[src/rtl/mem_lsu.sv]
// MEM-stage load/store unit. Splits one LB/LH/LW/LBU/LHU/SB/SH/SW into
// bus-aligned beats on a req/gnt/rvalid port BUS_BYTES wide, and stalls the
// pipeline until the access is complete. Non-memory instructions pass
// straight through.

// One byte lane of the bus: works out whether this lane carries an access
// byte in the current beat, which access byte it is, and the store byte.
module mem_lsu_lane #(
  parameter int BUS_BYTES = 1,
  parameter int LANE      = 0
) (
  input  logic [2:0]  beat,
  input  logic [1:0]  off,
  input  logic [2:0]  nbytes,
  input  logic [31:0] sdata,
  output logic        used,
  output logic [1:0]  idx,
  output logic [7:0]  wbyte
);
  // absolute byte position of this lane, counted from the first beat base
  logic [4:0] pos;

  // lane geometry: access byte i sits at position off+i
  always_comb begin
    pos   = 5'(beat) * 5'(BUS_BYTES) + 5'(LANE);
    used  = (pos >= 5'(off)) && (pos < 5'(off) + 5'(nbytes));
    idx   = 2'(pos - 5'(off));
    wbyte = used ? sdata[8*idx +: 8] : 8'h00;
  end
endmodule

module mem_lsu #(
  parameter int ADDR_W         = 32,
  parameter int BUS_BYTES      = 1,
  parameter bit ALLOW_MISALIGN = 1'b1
) (
  input  logic                   clk,
  input  logic                   rst,
  input  logic                   req_i,
  input  logic                   we_i,
  input  logic [1:0]             size_i,
  input  logic                   unsigned_i,
  input  logic [ADDR_W-1:0]      addr_i,
  input  logic [31:0]            data_i,
  input  logic [4:0]             wd_i,
  input  logic                   wreg_i,
  output logic [4:0]             wd_o,
  output logic                   wreg_o,
  output logic [31:0]            data_o,
  output logic                   stall_o,
  output logic                   misalign_o,
  output logic                   mem_req_o,
  output logic                   mem_we_o,
  output logic [ADDR_W-1:0]      mem_addr_o,
  output logic [BUS_BYTES-1:0]   mem_be_o,
  output logic [8*BUS_BYTES-1:0] mem_wdata_o,
  input  logic                   mem_gnt_i,
  input  logic                   mem_rvalid_i,
  input  logic [8*BUS_BYTES-1:0] mem_rdata_i
);
  localparam int SH = $clog2(BUS_BYTES);

  typedef enum logic [1:0] {IDLE, REQ, WAIT, DONE} state_t;

  typedef struct packed {
    logic              we;
    logic [1:0]        size;
    logic              uns;
    logic [ADDR_W-1:0] addr;
    logic [31:0]       data;
    logic [4:0]        wd;
    logic              wreg;
  } lsu_req_t;

  state_t      state;
  lsu_req_t    cap;
  logic [2:0]  beat;
  logic        trap;
  logic [31:0] result;

  logic [2:0]        nbytes;
  logic [1:0]        off;
  logic [3:0]        span;
  logic              last_beat;
  logic [ADDR_W-1:0] base;
  logic              mis_in;
  logic [31:0]       load_ext;

  logic [BUS_BYTES-1:0]       lane_used;
  logic [BUS_BYTES-1:0][1:0]  lane_idx;
  logic [BUS_BYTES-1:0][7:0]  lane_wb;

  // geometry of the captured access; span is the last byte position, so
  // span >> SH is the index of the final beat
  always_comb begin
    nbytes    = (cap.size == 2'b00) ? 3'd1 : (cap.size == 2'b01) ? 3'd2 : 3'd4;
    off       = cap.addr[1:0] & 2'(BUS_BYTES - 1);
    span      = 4'(off) + 4'(nbytes) - 4'd1;
    last_beat = (beat == 3'(span >> SH));
    base      = cap.addr & ~ADDR_W'(BUS_BYTES - 1);
    mis_in    = ((size_i == 2'b01) && addr_i[0]) || (size_i[1] && (addr_i[1:0] != 2'b00));
  end

  for (genvar l = 0; l < BUS_BYTES; l++) begin : g_lane
    mem_lsu_lane #(.BUS_BYTES(BUS_BYTES), .LANE(l)) u_lane (
      .beat   (beat),
      .off    (off),
      .nbytes (nbytes),
      .sdata  (cap.data),
      .used   (lane_used[l]),
      .idx    (lane_idx[l]),
      .wbyte  (lane_wb[l])
    );
  end

  // access sequencer: capture, issue one beat at a time, collect read lanes
  always_ff @(posedge clk) begin
    if (rst) begin
      state  <= IDLE;
      cap    <= '0;
      beat   <= '0;
      trap   <= 1'b0;
      result <= '0;
    end else begin
      case (state)
        IDLE: if (req_i) begin
          cap    <= '{we: we_i, size: size_i, uns: unsigned_i, addr: addr_i,
                      data: data_i, wd: wd_i, wreg: wreg_i};
          beat   <= '0;
          result <= '0;
          trap   <= !ALLOW_MISALIGN && mis_in;
          state  <= (!ALLOW_MISALIGN && mis_in) ? DONE : REQ;
        end
        REQ: if (mem_gnt_i) begin
          if (!cap.we)        state <= WAIT;
          else if (last_beat) state <= DONE;
          else                beat  <= beat + 3'd1;
        end
        WAIT: if (mem_rvalid_i) begin
          for (int l = 0; l < BUS_BYTES; l++)
            if (lane_used[l]) result[8*lane_idx[l] +: 8] <= mem_rdata_i[8*l +: 8];
          if (last_beat) state <= DONE;
          else begin
            beat  <= beat + 3'd1;
            state <= REQ;
          end
        end
        DONE: begin
          trap  <= 1'b0;
          state <= IDLE;
        end
        default: state <= IDLE;
      endcase
    end
  end

  // sign/zero extension of the assembled load bytes
  always_comb begin
    case (cap.size)
      2'b00:   load_ext = {{24{~cap.uns & result[7]}},  result[7:0]};
      2'b01:   load_ext = {{16{~cap.uns & result[15]}}, result[15:0]};
      default: load_ext = result;
    endcase
  end

  // writeback-side outputs; everything is held at 0 while reset is asserted
  always_comb begin
    stall_o = 1'b0;
    data_o  = '0;
    wd_o    = '0;
    wreg_o  = 1'b0;
    if (!rst) begin
      case (state)
        IDLE: begin
          data_o  = data_i;
          wd_o    = wd_i;
          wreg_o  = wreg_i;
          stall_o = req_i;
        end
        REQ, WAIT: begin
          stall_o = 1'b1;
          wd_o    = cap.wd;
        end
        DONE: begin
          wd_o   = cap.wd;
          wreg_o = cap.wreg & ~trap;
          data_o = (cap.we || trap) ? 32'h0 : load_ext;
        end
        default: ;
      endcase
    end
  end

  // bus side is decoded purely from registered state, so it holds steady
  // across any number of gnt wait cycles
  assign mem_req_o   = (state == REQ);
  assign mem_we_o    = mem_req_o & cap.we;
  assign mem_addr_o  = base + (ADDR_W'(beat) << SH);
  assign mem_be_o    = mem_req_o ? lane_used : '0;
  assign mem_wdata_o = lane_wb;
  assign misalign_o  = (state == DONE) & trap;
endmodule

[config.mk]
export PLATFORM = sky130hd
export DESIGN_NAME = mem_lsu
export DESIGN_NICKNAME = d
export VERILOG_FILES = /design/src/rtl/mem_lsu.sv
export SDC_FILE = /design/constraint.sdc
export NUM_CORES = 1
export LEC_CHECK = 0
export CORE_ASPECT_RATIO = 0.5
export CORE_UTILIZATION = 30
export DETAILED_ROUTE_END_ITERATION = 8
export DONT_BUFFER_PORTS = 1
export HOLD_SLACK_MARGIN = 0.12
export PLACE_DENSITY_LB_ADDON = 0.08
export REMOVE_ABC_BUFFERS = 1
export SETUP_SLACK_MARGIN = 0.1
export SLEW_MARGIN = 20
export SYNTH_ARGS = -nofsm -noshare
export SYNTH_HDL_FRONTEND = slang
export SYNTH_SLANG_ARGS = --single-unit
[constraint.sdc]
create_clock -name clk -period 2.2 [get_ports clk]
set_input_delay 0.44 -clock clk [delete_from_list [all_inputs] [get_ports clk]]
set_output_delay 0.44 -clock clk [all_outputs]
set_load 0.05 [all_outputs]
==> flow_summary.json <==
{
  "status": "finished, violations left",
  "violations": "negative setup slack",
  "fp.dieArea_um2": 20600,
  "final_core_util_pct": 48.0,
  "via_per_inst": 5.19,
  "drtPass1Iterations": 5,
  "grt_setup_unrepaired": "yes",
  "drtAntennaViolNets": 0,
  "synth_seq_cells": 111,
  "place_congestion": 0.806,
  "crit_arrival_ns": 2.11,
  "wl_per_cell_um": 19.0,
  "synth.area.top_cells": "dfxtp_1 37%, nand2_1 12%, a21oi_1 8.8%, ha_1 3.3%, mux4_2 3.0%",
  "syn_area_per_cell_um2": 7.92,
  "wl_um": 22400,
  "cts.sinks": 111,
  "die_h_um": 102,
  "post-route-min-period_ns": 2.55,
  "initial_utilization_pct": 30.7,
  "drv_slew": 0,
  "dpl.hpwl_um": 14400,
  "io_buffers": 0,
  "finalSetupViolations": 79,
  "clock_latency_ns": 0.36,
  "cts_buffers": 9,
  "diodes": 0,
  "antenna_found_initial": 0,
  "synth_seq_area_share_pct": 37.0,
  "powerDensity_nw_per_um2": 1060,
  "worst-path-max-fanout": 5,
  "wl_met3_um": 1070,
  "wl_met1_um": 10900,
  "cts_tree": "done",
  "fin_skew_ns": 0.0119,
  "yosysWarnings": 0,
  "route.met2.wl_um": 10300,
  "yosysUniqueCellTypes": 60,
  "worstMarginPinSlew_ns": 0.766,
  "top_layer": "met4",
  "syn_area_um2": 6010,
  "leakage_nw": 3.73,
  "grt_usage_pct": 21.6,
  "setup_ws_ns": -0.347,
  "vdd_drop_max_mv": 0.593,
  "grt_pass1_wl_um": 34200,
  "dieWidth_um": 202,
  "maxSlewHeadroom_pct": 48.6,
  "cap_violations": 0,
  "grt_start_max_net_pins": 98,
  "final_net_count": 1007,
  "area_growth_syn_to_layout_pct": 56.2,
  "clk_path_buf_depth": 2,
  "synth_edf_count": 0,
  "hold_buffers": 0,
  "h-tree-depth": 3,
  "min_delay_worst_endpoint": "base[26]",
  "hold_path_depth": 1,
  "ioPinCount": 170,
  "synth_cells": 758,
  "drc": 0,
  "rrSetupSlack_ns": -0.12,
  "drive_gt1_share_pct": 40.6,
  "drtIter0Drc": 286,
  "fin_crit_sh_pct": 116,
  "start_kind": "register",
  "num_rows": 36,
  "grt_pass1_vias": 5811,
  "grt_overflow": 0,
  "worst-r2r-cell-count": 13,
  "synth_top_area_share_pct": 37.0,
  "clk_pin_slew_ns": 0.07,
  "end_kind": "output port",
  "r2r_start": "beat[0]",
  "hp-start": "rst",
  "cts_root_buf": "clkbuf_16",
  "core-area_um2": 19500,
  "required_ns": 1.76,
  "finalHoldViolations": 0,
  "hp-class": "input port to register",
  "r2r-end": "result[20]",
  "num_vias": 6098,
  "worst-setup-path-type": "register to output port",
  "postSynth.asyncResetShare_pct": 0,
  "max_freq_mhz": 393,
  "synth_top_flop_cell": "dfxtp_1",
  "yosys.area.top_type": "dfxtp_1",
  "hold_ws_ns": 0.150
}
[through the flow]
stage	worst slack [ns]	instances	power (mW)	instance area [µm²]	setup TNS (ns)
after floorplan	-2.02	706	5.21	5790	-126.29
after global placement	-0.102	1116	6.87	7430	-0.623
after detailed placement	-0.137	1116	6.89	7430	-1.40
after CTS	-0.362	1168	9.88	9130	-15.00
after global routing	-0.418	1174	10.4	9380	-20.42
final	-0.347	1174	9.90	9380	-12.63
[synth_stat cells (5+ instances only)]
cell	number
a32o_1	8
nor3b_1	9
a21o_1	6
a21oi_1	105
nand2b_1	6
ha_1	16
o21ai_0	21
a22o_1	8
a22oi_1	9
nand4_1	13
buf_2	5
nor2_1	27
nand2_1	193
dfxtp_1	111
xnor2_1	11
and3_1	14
nor4_1	5
nor2b_1	5
nand3_1	16
mux4_2	8
inv_1	13
mux2i_1	5
nor3_1	11
xor2_1	20
o21ai_1	11
buf_1	15
o41ai_1	8
clkbuf_1	29
o2bb2ai_1	5
[critical path, cell delays in order (launching register included)]
cell,delay (ns)
dfxtp_2,0.34
ha_4,0.16
fa_2,0.38
a21o_4,0.26
nand4_4,0.17
nor3b_2,0.07
xor2_1,0.16
buf_4,0.22
[sequential cells by signal (all words and copies together), names as in the netlist]
register	cells
result	32
base	32
beat	3
state	2
cap	42
[worst max path at each step]
stage                         from        endpoint  cells after the start
after floorplan           state[0]         stall_o                      5
after global placement     beat[0]  mem_addr_o[22]                      7
after detailed placement   beat[0]  mem_addr_o[22]                      7
after CTS                  base[0]  mem_addr_o[16]                      7
after global routing       base[0]  mem_addr_o[28]                      7
final                      beat[0]  mem_addr_o[28]                      7
[per-layer routing]
layer | vias up | global-route usage, %
li1 | 2956 | -
met1 | 2999 | 30.3
met2 | 132 | 35.3
met3 | 11 | 4.27
met4 | 0 | 2.78
met5 | - | 0
[cell families after synthesis]
logic type / after synthesis / synth area share [%]
AOI/OAI and AO/OA: 198 / 20.5
xor gates and xnor gates: 31 / 4.52
adders and majority gates: 17 / 3.67
buffers and inverters: 67 / 4.48
DFF: 111 / 37.0
muxes: 13 / 3.83
other: 1 / 0.0624
and+or+nand+nor: 320 / 25.9
[layout by cell type, fill, tap and decap left out, drive strengths merged, types with 9 or more instances in the layout]
cell and n:
a21oi 105, a22oi 9, and3 14, buf 185
clkbuf 10, dfxtp 111, ha 16, inv 17
nand2 194, nand3 17, nand4 16, nor2 27
nor3 11, nor3b 9, nor4 11, o21ai 33
xnor2 11, xor2 20
[where the power goes]
part / internal, mW / switching, mW
combinational: 2.27 / 3.41
sequential: 2.29 / 0.211
clock: 0.908 / 0.816
total: 5.46 / 4.44
[final cells by class]
type,instances,area (µm²)
clock buffer,10,229
tap,266,333
fill,1944,10200
multi-input combinational,581,4450
timing repair buffer,185,1980
clock inverter,6,77.6
inverter,15,61.3
sequential,111,2250
[timing repair]
action,CTS,global route
resized for setup,234,57
setup buffers,30,8
gates cloned,6,0
pin swaps,60,26
setup endpoints to repair,108,106
Note: power is estimated with default switching activity, not from simulation.
